### config.mk
export PLATFORM = sky130hd
export DESIGN_NAME = gba_dump_controller
export DESIGN_NICKNAME = d
export VERILOG_FILES = /design/src/rtl/gba_pkg.sv /design/src/rtl/gba_tx_arbiter.sv /design/src/rtl/gba_dump_controller.sv
export SDC_FILE = /design/constraint.sdc
export NUM_CORES = 1
export LEC_CHECK = 0
export CAP_MARGIN = 0
export CORE_MARGIN = 3
export CORE_UTILIZATION = 54
export CTS_BUF_LIST = sky130_fd_sc_hd__clkbuf_16
export CTS_CLUSTER_DIAMETER = 60
export DETAILED_ROUTE_END_ITERATION = 10
export PLACE_DENSITY = 0.92
export SETUP_SLACK_MARGIN = 0.1
export SLEW_MARGIN = 20
export SYNTH_ARGS = -nofsm -noshare
export SYNTH_HDL_FRONTEND = slang
export SYNTH_SLANG_ARGS = --single-unit
### constraint.sdc
create_clock -name clk -period 2 [get_ports clk]
set_input_delay 0.2 -clock clk [delete_from_list [all_inputs] [get_ports clk]]
set_output_delay 0.2 -clock clk [all_outputs]
set_load 0.005 [all_outputs]
### src/rtl/gba_pkg.sv
// Shared definitions for the GBA pak dump controller: host command codes, framing bytes,
// sequencer state encoding and a small saturating-counter helper.
package gba_pkg;

    localparam logic [7:0] CMD_VERSION = 8'h56;
    localparam logic [7:0] CMD_DUMP    = 8'h44;
    localparam logic [7:0] HDR_MAGIC   = 8'hA5;
    localparam logic [7:0] TRL_MAGIC   = 8'h5A;
    localparam logic [7:0] RSP_ERR     = 8'h45;

    localparam int TIMEOUT_W = 11;

    typedef enum logic [3:0] {
        ST_RESYNC   = 4'd0,
        ST_IDLE     = 4'd1,
        ST_WAIT_ARG = 4'd2,
        ST_HDR0     = 4'd3,
        ST_HDR1     = 4'd4,
        ST_START    = 4'd5,
        ST_ARMED    = 4'd6,
        ST_STREAM   = 4'd7,
        ST_TRL0     = 4'd8,
        ST_TRL1     = 4'd9,
        ST_REPLY    = 4'd10
    } gba_state_e;

    function automatic logic [TIMEOUT_W-1:0] sat_inc(input logic [TIMEOUT_W-1:0] v);
        logic [TIMEOUT_W-1:0] r;
        if (v == {TIMEOUT_W{1'b1}}) begin
            r = v;
        end else begin
            r = v + {{(TIMEOUT_W-1){1'b0}}, 1'b1};
        end
        return r;
    endfunction

endpackage

### src/rtl/gba_tx_arbiter.sv
// 2:1 UART TX byte mux. The reader owns the channel during streaming (zero-latency
// pass-through); otherwise the controller's pending byte goes out when TX is ready.
module gba_tx_arbiter (
    input  logic       owner_reader,
    input  logic [7:0] ctl_data,
    input  logic       ctl_pending,
    input  logic [7:0] reader_data,
    input  logic       reader_send,
    input  logic       tx_is_ready,
    output logic [7:0] tx_data,
    output logic       tx_send,
    output logic       reader_is_ready,
    output logic       ctl_accept
);

    // Owner select and ready gating
    always_comb begin
        tx_data         = ctl_data;
        tx_send         = 1'b0;
        reader_is_ready = 1'b0;
        ctl_accept      = 1'b0;
        if (owner_reader) begin
            tx_data         = reader_data;
            tx_send         = reader_send;
            reader_is_ready = tx_is_ready;
        end else begin
            tx_send    = ctl_pending & tx_is_ready;
            ctl_accept = ctl_pending & tx_is_ready;
        end
    end

endmodule

### src/rtl/gba_dump_controller.sv
// Host-command sequencer for the GBA pak reader: decodes host commands, frames the dump
// with a header and XOR trailer, and shares the UART TX channel with the reader.
module gba_dump_controller
    import gba_pkg::*;
#(
    parameter logic [7:0] VERSION       = 8'h01,
    parameter int         START_TIMEOUT = 1024
) (
    input  logic       clk,
    input  logic       rst,
    input  logic [7:0] rx_Data,
    input  logic       rx_Valid,
    output logic [7:0] tx_Data,
    output logic       tx_Send,
    input  logic       tx_IsReady,
    output logic [3:0] reader_CartridgeSize,
    output logic       reader_StartDump,
    input  logic       reader_DumpCompleted,
    input  logic [7:0] reader_Data,
    input  logic       reader_Send,
    output logic       reader_IsReady,
    output logic       busy,
    output logic       error
);

    localparam logic [TIMEOUT_W-1:0] TIMEOUT_CNT = TIMEOUT_W'(START_TIMEOUT);

    gba_state_e           state_q, state_d;
    logic                 pend_q, pend_d;
    logic [7:0]           pend_data_q, pend_data_d;
    logic                 start_q, start_d;
    logic [3:0]           size_q, size_d;
    logic                 error_q, error_d;
    logic [7:0]           xor_q, xor_d;
    logic [TIMEOUT_W-1:0] cnt_q, cnt_d;
    logic [7:0]           reply_q, reply_d;
    logic                 busy_q, busy_d;
    logic                 ctl_accept_s;
    logic                 owner_reader_s;
    logic                 timeout_s;

    assign owner_reader_s = (state_q == ST_STREAM);
    assign timeout_s      = (cnt_q == TIMEOUT_CNT);

    gba_tx_arbiter u_arb (
        .owner_reader    (owner_reader_s),
        .ctl_data        (pend_data_q),
        .ctl_pending     (pend_q),
        .reader_data     (reader_Data),
        .reader_send     (reader_Send),
        .tx_is_ready     (tx_IsReady),
        .tx_data         (tx_Data),
        .tx_send         (tx_Send),
        .reader_is_ready (reader_IsReady),
        .ctl_accept      (ctl_accept_s)
    );

    // State register
    always_ff @(posedge clk or posedge rst) begin
        if (rst) begin
            state_q <= ST_RESYNC;
        end else begin
            state_q <= state_d;
        end
    end

    // Next-state logic; byte-sending states advance only once the previous byte has left
    always_comb begin
        state_d = state_q;
        case (state_q)
            ST_RESYNC: begin
                if (reader_DumpCompleted) state_d = ST_IDLE;
                else                      state_d = ST_RESYNC;
            end
            ST_IDLE: begin
                if (rx_Valid) begin
                    if (rx_Data == CMD_DUMP) state_d = ST_WAIT_ARG;
                    else                     state_d = ST_REPLY;
                end else begin
                    state_d = ST_IDLE;
                end
            end
            ST_WAIT_ARG: begin
                if (rx_Valid) begin
                    if (rx_Data[7:4] == 4'h0) state_d = ST_HDR0;
                    else                      state_d = ST_REPLY;
                end else begin
                    state_d = ST_WAIT_ARG;
                end
            end
            ST_HDR0:  state_d = pend_q ? ST_HDR0  : ST_HDR1;
            ST_HDR1:  state_d = pend_q ? ST_HDR1  : ST_START;
            ST_START: state_d = pend_q ? ST_START : ST_ARMED;
            ST_ARMED: begin
                if (!reader_DumpCompleted) state_d = ST_STREAM;
                else if (timeout_s)        state_d = ST_REPLY;
                else                       state_d = ST_ARMED;
            end
            ST_STREAM: begin
                if (reader_DumpCompleted) state_d = ST_TRL0;
                else                      state_d = ST_STREAM;
            end
            ST_TRL0:  state_d = pend_q ? ST_TRL0  : ST_TRL1;
            ST_TRL1:  state_d = pend_q ? ST_TRL1  : ST_IDLE;
            ST_REPLY: state_d = pend_q ? ST_REPLY : ST_IDLE;
            default:  state_d = ST_RESYNC;
        endcase
    end

    // Datapath and output next values
    always_comb begin
        pend_d      = pend_q & ~ctl_accept_s;
        pend_data_d = pend_data_q;
        start_d     = 1'b0;
        size_d      = size_q;
        error_d     = error_q;
        xor_d       = xor_q;
        cnt_d       = cnt_q;
        reply_d     = reply_q;
        busy_d      = (state_d != ST_IDLE);
        case (state_q)
            ST_IDLE: begin
                if (rx_Valid) begin
                    if (rx_Data == CMD_VERSION) begin
                        reply_d = VERSION;
                        error_d = 1'b0;
                    end else if (rx_Data == CMD_DUMP) begin
                        error_d = 1'b0;
                    end else begin
                        reply_d = RSP_ERR;
                    end
                end else begin
                    reply_d = reply_q;
                end
            end
            ST_WAIT_ARG: begin
                if (rx_Valid) begin
                    if (rx_Data[7:4] == 4'h0) begin
                        size_d = rx_Data[3:0];
                        xor_d  = 8'h00;
                        cnt_d  = {TIMEOUT_W{1'b0}};
                    end else begin
                        error_d = 1'b1;
                        reply_d = RSP_ERR;
                    end
                end else begin
                    size_d = size_q;
                end
            end
            ST_HDR0: begin
                if (!pend_q) begin
                    pend_d      = 1'b1;
                    pend_data_d = HDR_MAGIC;
                end else begin
                    pend_data_d = pend_data_q;
                end
            end
            ST_HDR1: begin
                if (!pend_q) begin
                    pend_d      = 1'b1;
                    pend_data_d = {4'h0, size_q};
                end else begin
                    pend_data_d = pend_data_q;
                end
            end
            ST_START: begin
                if (!pend_q) begin
                    start_d = 1'b1;
                    cnt_d   = {TIMEOUT_W{1'b0}};
                end else begin
                    start_d = 1'b0;
                end
            end
            ST_ARMED: begin
                if (reader_DumpCompleted && timeout_s) begin
                    error_d = 1'b1;
                    reply_d = RSP_ERR;
                end else begin
                    cnt_d = sat_inc(cnt_q);
                end
            end
            ST_STREAM: begin
                if (reader_Send) xor_d = xor_q ^ reader_Data;
                else             xor_d = xor_q;
            end
            ST_TRL0: begin
                if (!pend_q) begin
                    pend_d      = 1'b1;
                    pend_data_d = TRL_MAGIC;
                end else begin
                    pend_data_d = pend_data_q;
                end
            end
            ST_TRL1: begin
                if (!pend_q) begin
                    pend_d      = 1'b1;
                    pend_data_d = xor_q;
                end else begin
                    pend_data_d = pend_data_q;
                end
            end
            ST_REPLY: begin
                if (!pend_q) begin
                    pend_d      = 1'b1;
                    pend_data_d = reply_q;
                end else begin
                    pend_data_d = pend_data_q;
                end
            end
            default: begin
                pend_d = 1'b0;
            end
        endcase
    end

    // Datapath registers
    always_ff @(posedge clk or posedge rst) begin
        if (rst) begin
            pend_q      <= 1'b0;
            pend_data_q <= 8'h00;
            start_q     <= 1'b0;
            size_q      <= 4'h0;
            error_q     <= 1'b0;
            xor_q       <= 8'h00;
            cnt_q       <= {TIMEOUT_W{1'b0}};
            reply_q     <= 8'h00;
            busy_q      <= 1'b1;
        end else begin
            pend_q      <= pend_d;
            pend_data_q <= pend_data_d;
            start_q     <= start_d;
            size_q      <= size_d;
            error_q     <= error_d;
            xor_q       <= xor_d;
            cnt_q       <= cnt_d;
            reply_q     <= reply_d;
            busy_q      <= busy_d;
        end
    end

    assign reader_StartDump     = start_q;
    assign reader_CartridgeSize = size_q;
    assign error                = error_q;
    assign busy                 = busy_q;

endmodule

== Word-level counts from Yosys, hierarchy flattened ==
Cells that the tools add are included.

* Flip-flop bits (word level): 47
* Bits of input ports: 22
* Output and inout port bits: 17

* Bitwise gates (word level): 4
* Reduce and logical (&&, ||, !) cells: 15
* Muxes and demuxes: 53
* Equality and inequality tests: 31
* Add/sub/neg operators: 1

{| class="wikitable"
|+ Operator list
! operator !! number
|-
| 8-bit 2-to-1 mux || 15
|-
| 11-bit 2-to-1 mux || 5
|-
| 4-bit case mux with 11 select lines || 1
|-
| 8-bit case mux with 5 select lines || 1
|-
| 4-bit 2-to-1 mux || 9
|-
| 11-bit case mux with 3 select lines || 1
|-
| 2-bit != test (second input constant) || 14
|-
| 8-bit case mux with 3 select lines || 1
|-
| 6-bit AND reduction || 4
|-
| 11-bit equality test (second input constant) || 2
|-
| 4-bit by 3-bit equality test with 1-bit output (second input constant) || 4
|-
| 8-bit by 7-bit equality test with 1-bit output (second input constant) || 2
|-
| 8-bit case mux with 2 select lines || 1
|-
| 1-bit 2-to-1 mux || 15
|-
| 4-bit equality test (second input constant) || 3
|-
| 11-bit by 1-bit adder with 11-bit output (second input constant) || 1
|-
| 5-bit OR reduction || 2
|-
| 4-bit by 2-bit equality test with 1-bit output (second input constant) || 2
|-
| 4-bit zero test || 2
|-
| 8-bit bitwise XOR || 1
|-
| 3-bit != test (second input constant) || 2
|-
| 3-bit nonzero test || 2
|-
| 5-bit nonzero test || 1
|-
| 4-bit by 1-bit equality test with 1-bit output (second input constant) || 1
|-
| other kinds (11) || 12
|}

== Longest topological paths before layout ==
Gate-level depths: netlist of run 1.

* Depth in word-level cells: 6
* Gate-level depth with buffers: 8

== Modules after synthesis ==
From an unflattened synthesis of run 1, not the netlist that was laid out.

* Cells, all modules: 288
* Area total of the unflattened synthesis: 2616.3 µm²

{| class="wikitable"
|+ Modules (own cells, without submodules)
! module !! seq. area each (µm²) !! cells an instance !! area an instance (µm²) !! instances
|-
| gba_dump_controller || 1027.2 || 274 || 2468.6 || 1
|-
| gba_tx_arbiter || 0.0 || 14 || 147.6 || 1
|}

== Worst setup path after synthesis of run 1 ==
No wires, ideal clock.

* Path type: register -> register
* Start: reg state_q[2]
* End: reg size_q[0], in the netlist reader_CartridgeSize[0]
* Path slack: 290 ps
* Setup time: 128 ps
* Arrival: 1582 ps
* Path buffers: 3
* Period minus slack after synthesis: 1710 ps
* Stages on the path, launching flop included: 8
* Cells stage by stage: dfrtp_1 buf_2 buf_2 nor2_1 nand3_1 nor2_1 buf_2 mux2_1

* Longest elaborated chain between the ends: 2

{| class="wikitable"
|+ RTL lines
! what !! line !! text
|-
| start: declaration || gba_dump_controller.sv:28 || <nowiki>gba_state_e state_q, state_d;</nowiki>
|-
| start signal: assignment || gba_dump_controller.sv:63 || <nowiki>state_q <= state_d;</nowiki>
|-
| 4-bit by 2-bit equality test with 1-bit output || gba_dump_controller.sv:121 || <nowiki>case (state_q)</nowiki>
|-
| 3-bit AND reduction (no line) || -- ||
|-
| end signal: assignment || gba_dump_controller.sv:232 || <nowiki>size_q <= size_d;</nowiki>
|-
| end: declaration || gba_dump_controller.sv:32 || <nowiki>logic [3:0] size_q, size_d;</nowiki>
|}

Every way passes these cells.
A chain may end at the register's enable or synchronous reset.

== Worst setup path in the final report of run 1 ==
* Start: reg state_q[3]
* End: out tx_Data[1]

* Longest elaborated chain between the ends: 2

{| class="wikitable"
|+ RTL lines
! what !! line !! text
|-
| 4-bit by 3-bit equality test with 1-bit output || gba_dump_controller.sv:42 || <nowiki>assign owner_reader_s = (state_q == ST_STREAM);</nowiki>
|-
| 8-bit 2-to-1 mux || gba_tx_arbiter.sv:22 || <nowiki>if (owner_reader) begin</nowiki>
|-
| end: declaration || gba_dump_controller.sv:13 || <nowiki>output logic [7:0] tx_Data,</nowiki>
|}

Every way passes these cells.

==> results.tsv, run 1 <==
stage	metric	value	unit
sta	fin_setup_tns	0	ns
cells_and_area	final_util	75.7	%
floorplanning	die-area	5650	sq um
cells_and_area	syn2layout_area_growth	31.1	%
setup_path	path_class	register to primary output	
synth	syn_avg_cell_area	8.98	sq um
synth	synth_ff_type	dfrtp_1	
power_and_ir_drop	leakagePower	1.47	nW
power_and_ir_drop	power.density	1220	nW/um^2
power_and_ir_drop	irDropWorstVdd	0.588	mV
clocking	ctsHoldBuffers	0	
route	dr_total_vias	2477	
global_routing	antenna_found_initial	0	
floorplanning	dieWidth	75.2	um
synth	synth_area	2580	sq um
outcome	status	complete, no violations	
cells_and_area	n_fill_cell	285	
setup_path	start_kind	register	
floorplanning	pin_count	39	
power_and_ir_drop	total_power	4.12	mW
setup_path	crit_path_end	tx_Data[1]	
cells_and_area	drive_gt1_share	20.9	%
setup_path	crit_path_cell_trace	nand4b_1 -> buf_6 -> buf_6 -> mux2_4 -> clkdlybuf4s15_1	
job	cap_violations	0	
setup_path	critPathMaxStageDelay	0.39	ns
synth	ys_ff_latch	41	
route	wire_per_inst	17.5	um
setup_path	cp_data_required_time	1.80	ns
setup_path	r2r_cells	5	
sta	grt_setup_unrepaired	no	
clocking	cts_sinks	41	
setup_path	path_max_fanout	8	
sta	hold-worst-slack	0.365	ns
clocking	cts.path.max_buffers	2	
setup_path	worstSetupEndpointType	primary output	
floorplanning	core	4470	sq um
placed_design	place_inst	387	
setup_path	crit_path_frequent_cell	buf_6	
setup_path	rrSetupSlack	0.16	ns
placed_design	placed_area	3140	sq um
placed_design	post-dp-hpwl	5.08	mm
sta	timing.fmax	540	MHz
synth	syn_nets	312	
synth	ys_async_sr_fraction	100	%
route	dr.pass1.iters	4	
clocking	cts_tree	yes	
setup_path	rr_endpoint	reply_q[2]	
cells_and_area	antenna_cells	0	
setup_path	arrival	1.65	ns
synth	syn_inst	288	
synth	yosysSeqAreaShare	39.7	%
setup_path	startpoint	state_q[3]	
clocking	path_clk_slew	0.06	ns
floorplanning	initial_utilization	57.8	%
sta	tightest_slew	0.513	ns
global_routing	grt_pass1_vias	2500	
sta	clock_skew	0.00566	ns
global_routing	grt_overflow_total	0	
clocking	cts_buffers	5	
synth	synth_edf_count	0	
placed_design	dp_slack	-0.0672	ns
global_routing	grt.total_usage	27.1	%
clocking	htree_levels	2	
sta	setup_viol	0	
placed_design	routabilityCongestion	0.896	
sta	period_needed	1.85	ns
route	ant_nets	0	
sta	max_slew_margin	65.8	%
route	drt_wl_total	7.00	mm
floorplanning	die_y	75.2	um
synth	ys_types	59	
cells_and_area	fin_area	3390	sq um
route	drt_iter0_markers	213	
synth	yosysWarnings	0	
clocking	insertion_delay	0.28	ns
clocking	cts_root_buffer	clkbuf_16	
cells_and_area	final_common_cell	dfrtp_1	
sta	fin_crit_sh	92.6	%
global_routing	grt_pass1_wl	11.7	mm
sta	drv_slew	0	
setup_path	r2r_start	cnt_q[6]	
setup_path	critical_path.slowest_cell	dfrtp_2	
cells_and_area	final_nets	372	
global_routing	grt_start_max_net_pins	42	
cells_and_area	layout_common_cells	dfrtp_1 (35), buf_4 (31), nand2_1 (30), clkdlybuf4s50_1 (29), nor2_1 (27)	
hold_path	hp-class	primary input to asynchronous set/reset pin	
route	drc	0	
sta	layout_setup_ws	0.148	ns
route	via_per_inst	6.18	
cells_and_area	stdcell_count	401	
floorplanning	row_count	24	
sta	hold_viol	0	
placed_design	port_buffers	38	
-- synth_stat cells (5+ instances only) --
| master | number | area share [%] |
|---|---|---|
| o31ai_1 | 6 | 1.7 |
| nand2b_1 | 9 | 2.2 |
| nor3_1 | 7 | 1.4 |
| a21oi_1 | 15 | 2.9 |
| o21ai_0 | 6 | 1.2 |
| o21ai_1 | 10 | 1.9 |
| inv_1 | 8 | 1.2 |
| a31oi_1 | 5 | 1.2 |
| mux2_1 | 12 | 5.2 |
| nand4_1 | 9 | 2.2 |
| buf_2 | 12 | 2.3 |
| nand2_1 | 31 | 4.5 |
| dfrtp_1 | 40 | 39 |
| nand3_1 | 10 | 1.9 |
| nor2_1 | 28 | 4.1 |
| xor2_1 | 8 | 2.7 |
-- worst max-delay path, delay by kind of cell, from the launching register on --
kind	cells	cell delay (ns)
flops	1	0.39
mux	1	0.30
simple gates	1	0.18
buf+inv	3	0.49
-- registers in the layout, indices dropped and copies added (netlist names) --
name and cells:
busy 1, cnt_q 11, error 1, pend_data_q 8, pend_q 1, reader_CartridgeSize 4, reader_StartDump 1, reply_q 2
state_q 4, xor_q 8
-- power by group --
group	switching, mW	total (mW)	internal (mW)	leakage (nW)
registers	0.239	1.34	1.10	0.521
logic	1.03	2.00	0.965	0.877
clock network	0.321	0.779	0.458	0.0693
-- cell families after synthesis --
family,after synthesis,share of synthesized area (%)
AO/OA/AOI/OAI,75,19.7
XOR/XNOR,9,3.05
adder cells (fa/ha/maj),3,1.36
buffers and inverters,28,4.94
flip-flops,41,39.7
multiplexers,13,5.66
AND/OR/NAND/NOR,119,25.6
-- how the worst min path moves through the flow --
stage                              endpoint  slack [ns]  cells past startpoint
finish              reader_CartridgeSize[0]        0.37                      3
CTS                                   error        0.38                      3
detailed placement           pend_data_q[7]        0.47                      2
floorplan           reader_CartridgeSize[0]        0.33                      1
global placement             pend_data_q[7]        0.46                      2
global route        reader_CartridgeSize[2]        0.41                      3
-- layer usage --
layer | vias up | GRT usage [%] | routed length (um)
met5 | - | 0 | 0
met4 | 0 | 10.3 | 223
met3 | 23 | 5.74 | 398
met2 | 83 | 48.6 | 3680
met1 | 1192 | 31.7 | 2700
li1 | 1179 | - | -
-- area by class of cell --
class / instances / area (sq um) / share of cell area (%)
Clock inverter: 3 / 16.3 / 0.480
Timing Repair Buffer: 71 / 619 / 18.3
Tap cell: 52 / 65.1 / 1.92
Inverter: 10 / 37.5 / 1.11
Sequential cell: 41 / 1030 / 30.5
Multi-Input combinational cell: 219 / 1490 / 44.0
Clock buffer: 5 / 125 / 3.69
-- timing repair --
action,4_1_cts,5_1_grt
pin swaps,0,1
endpoints found under the setup margin,11,24
setup buffers,3,3
resized for setup,14,28
No activity file was read; power rests on OpenSTA's default activity.
==> run 2, diff against run 1 <==
- CORE_UTILIZATION: 54 -> 49
- PLACE_DENSITY: 0.92 -> 0.88
- TNS_END_PERCENT: default -> 10
- clock period: 2 -> 1.7 ns (I/O delays scaled with it)
==> results.tsv, run 2 (synthesized netlist as in run 1, its figures left out) <==
stage	metric	value	unit	change
outcome	status	finished, violations left		was complete, no violations
outcome	violations	setup timing		
placed_design	place_inst	417		was 387
cells_and_area	reg_top3	cnt_q (11), pend_data_q (8), xor_q (8)		unchanged
setup_path	r2r_cells	8		was 5
sta	max_slew_margin	75.8	%	was 65.8%
placed_design	post-dp-hpwl	5.23	mm	was 5.08 mm
sta	timing.fmax	559	MHz	
placed_design	port_buffers	38		unchanged
sta	period_needed	1.79	ns	
setup_path	rr_endpoint	pend_data_q[5]		was reply_q[2]
cells_and_area	largest_reg_flops	11		unchanged
route	dr.pass1.iters	5		was 4
sta	setup_viol	27		was 0
global_routing	antenna_found_initial	0		unchanged
clocking	insertion_delay	0.29	ns	was 0.28 ns
setup_path	r2r_start	state_q[3]		was cnt_q[6]
power_and_ir_drop	power.density	1490	nW/um^2	was 1220 nW/um^2
power_and_ir_drop	irDropWorstVdd	0.753	mV	was 0.588 mV
setup_path	startpoint	state_q[3]		unchanged
cells_and_area	antenna_cells	0		unchanged
route	drt_iter0_markers	243		was 213
sta	drv_slew	0		unchanged
route	dr_total_vias	2698		was 2477
global_routing	grt_pass1_vias	2603		was 2500
placed_design	routabilityCongestion	0.897		was 0.896
setup_path	worstSetupEndpointType	register		was primary output
cells_and_area	stdcell_count	431		was 401
route	wire_per_inst	18.7	um	was 17.5 um
clocking	cts_root_buffer	clkbuf_16		unchanged
route	drt_wl_total	8.05	mm	was 7.00 mm
clocking	path_clk_slew	0.06	ns	about the same
cells_and_area	final_common_cell	buf_4		was dfrtp_1
hold_path	hp-class	primary input to asynchronous set/reset pin		unchanged
setup_path	path_class	register to register		was register to primary output
route	drc	0		unchanged
sta	tightest_slew	0.362	ns	was 0.513 ns
global_routing	grt_start_max_net_pins	42		unchanged
floorplanning	row_count	25		was 24
global_routing	grt.total_usage	26.5	%	was 27.1%
setup_path	rrSetupSlack	-0.09	ns	was 0.16 ns
sta	fin_setup_tns	-1.11	ns	was 0 ns
sta	grt_setup_unrepaired	yes		was no
cells_and_area	layout_common_cells	buf_4 (41), dfrtp_1 (39), nand2_1 (29), clkdlybuf4s50_1 (28), nor2_1 (24)		was dfrtp_1 (35), buf_4 (31), nand2_1 (30), clkdlybuf4s50_1 (29), nor2_1 (27)
cells_and_area	final_nets	387		was 372
sta	fin_crit_sh	105	%	
sta	hold_viol	0		unchanged
cells_and_area	top_register	cnt_q		unchanged
setup_path	path_max_fanout	20		was 8
clocking	ctsHoldBuffers	0		unchanged
setup_path	crit_path_end	pend_data_q[5]		was tx_Data[1]
clocking	cts.path.max_buffers	2		unchanged
cells_and_area	final_util	74.9	%	was 75.7%
setup_path	cp_data_required_time	1.87	ns	was 1.80 ns
job	cap_violations	0		unchanged
power_and_ir_drop	leakagePower	1.61	nW	was 1.47 nW
setup_path	start_kind	register		unchanged
clocking	htree_levels	2		unchanged
cells_and_area	syn2layout_area_growth	42.3	%	was 31.1%
cells_and_area	drive_gt1_share	29.1	%	was 20.9%
clocking	cts_buffers	5		unchanged
sta	layout_setup_ws	-0.0879	ns	was 0.148 ns
floorplanning	core	4910	sq um	was 4470 sq um
global_routing	grt_overflow_total	0		unchanged
floorplanning	die_y	78.6	um	was 75.2 um
floorplanning	pin_count	39		unchanged
floorplanning	dieWidth	78.6	um	was 75.2 um
global_routing	grt_pass1_wl	12.7	mm	was 11.7 mm
floorplanning	die-area	6180	sq um	was 5650 sq um
sta	clock_skew	0.00463	ns	was 0.00566 ns
route	ant_nets	0		unchanged
clocking	cts_sinks	41		unchanged
route	via_per_inst	6.26		was 6.18
clocking	cts_tree	yes		unchanged
floorplanning	initial_utilization	52.6	%	was 57.8%
setup_path	arrival	1.96	ns	was 1.65 ns
-- run 2: critical path, cell delays in order, from the launching register on --
cell and delay [ns]:
dfrtp_1 0.37, buf_4 0.14, buf_12 0.14, or3b_4 0.38, a21oi_4 0.15, buf_4 0.14
nor2_1 0.06, a31oi_1 0.19, o21ai_1 0.09
-- run 2: timing repair --
item | CTS | global route
endpoints found under the setup margin | 44 | 47
cloned | 1 | 0
gates resized for setup | 71 | 15
pin swaps | 6 | 6
buffers inserted | 4 | 1
-- run 2: through the flow --
stage	total power [mW]	worst slack, ns	hold slack (ns)	cell area [sq um]
after floorplan	2.97	0.0768	0.305	2600
after global placement	3.88	-0.269	0.462	3310
after detailed placement	4.01	-0.318	0.469	3310
after CTS	5.22	-0.0740	0.282	3610
after global routing	5.76	-0.177	0.301	3680
final	5.48	-0.0879	0.263	3680
-- run 2: worst min path at each step --
stage                        start                 endpoint  cells after the start
detailed placement  pend_data_q[4]           pend_data_q[4]                      2
CTS                            rst  reader_CartridgeSize[3]                      3
finish                         rst  reader_CartridgeSize[3]                      3
global placement    pend_data_q[4]           pend_data_q[4]                      2
floorplan               rx_Data[1]  reader_CartridgeSize[1]                      1
global route                   rst  reader_CartridgeSize[3]                      3
-- run 2: routing by layer --
layer / share of wire, % / vias to the layer above / global-route usage, %
met5: 0 / - / 0
met4: 2.8 / 0 / 11.9
met3: 6.4 / 24 / 3.90
met2: 50 / 155 / 45.2
met1: 41 / 1310 / 33.0
li1: - / 1209 / -
-- run 2: cell type report --
cell class	count	area, sq um
multi-input combinational	219	1560
fill	320	1230
sequential	41	1030
timing repair buffer	86	808
clock buffer	5	125
tap	67	83.8
clock inverter	3	37.5
inverter	10	37.5
-- run 2: power breakdown --
group | switching [mW] | internal [mW] | total [mW]
clock network | 0.378 | 0.682 | 1.06
logic | 1.47 | 1.40 | 2.87
registers | 0.255 | 1.29 | 1.55
total | 2.10 | 3.37 | 5.48
==> run 3, diff against run 2 <==
- CTS_CLUSTER_DIAMETER: 60 -> 150
==> results of run 3 <==
Same layout as run 2: the final DEF is identical, and so are final timing and power.
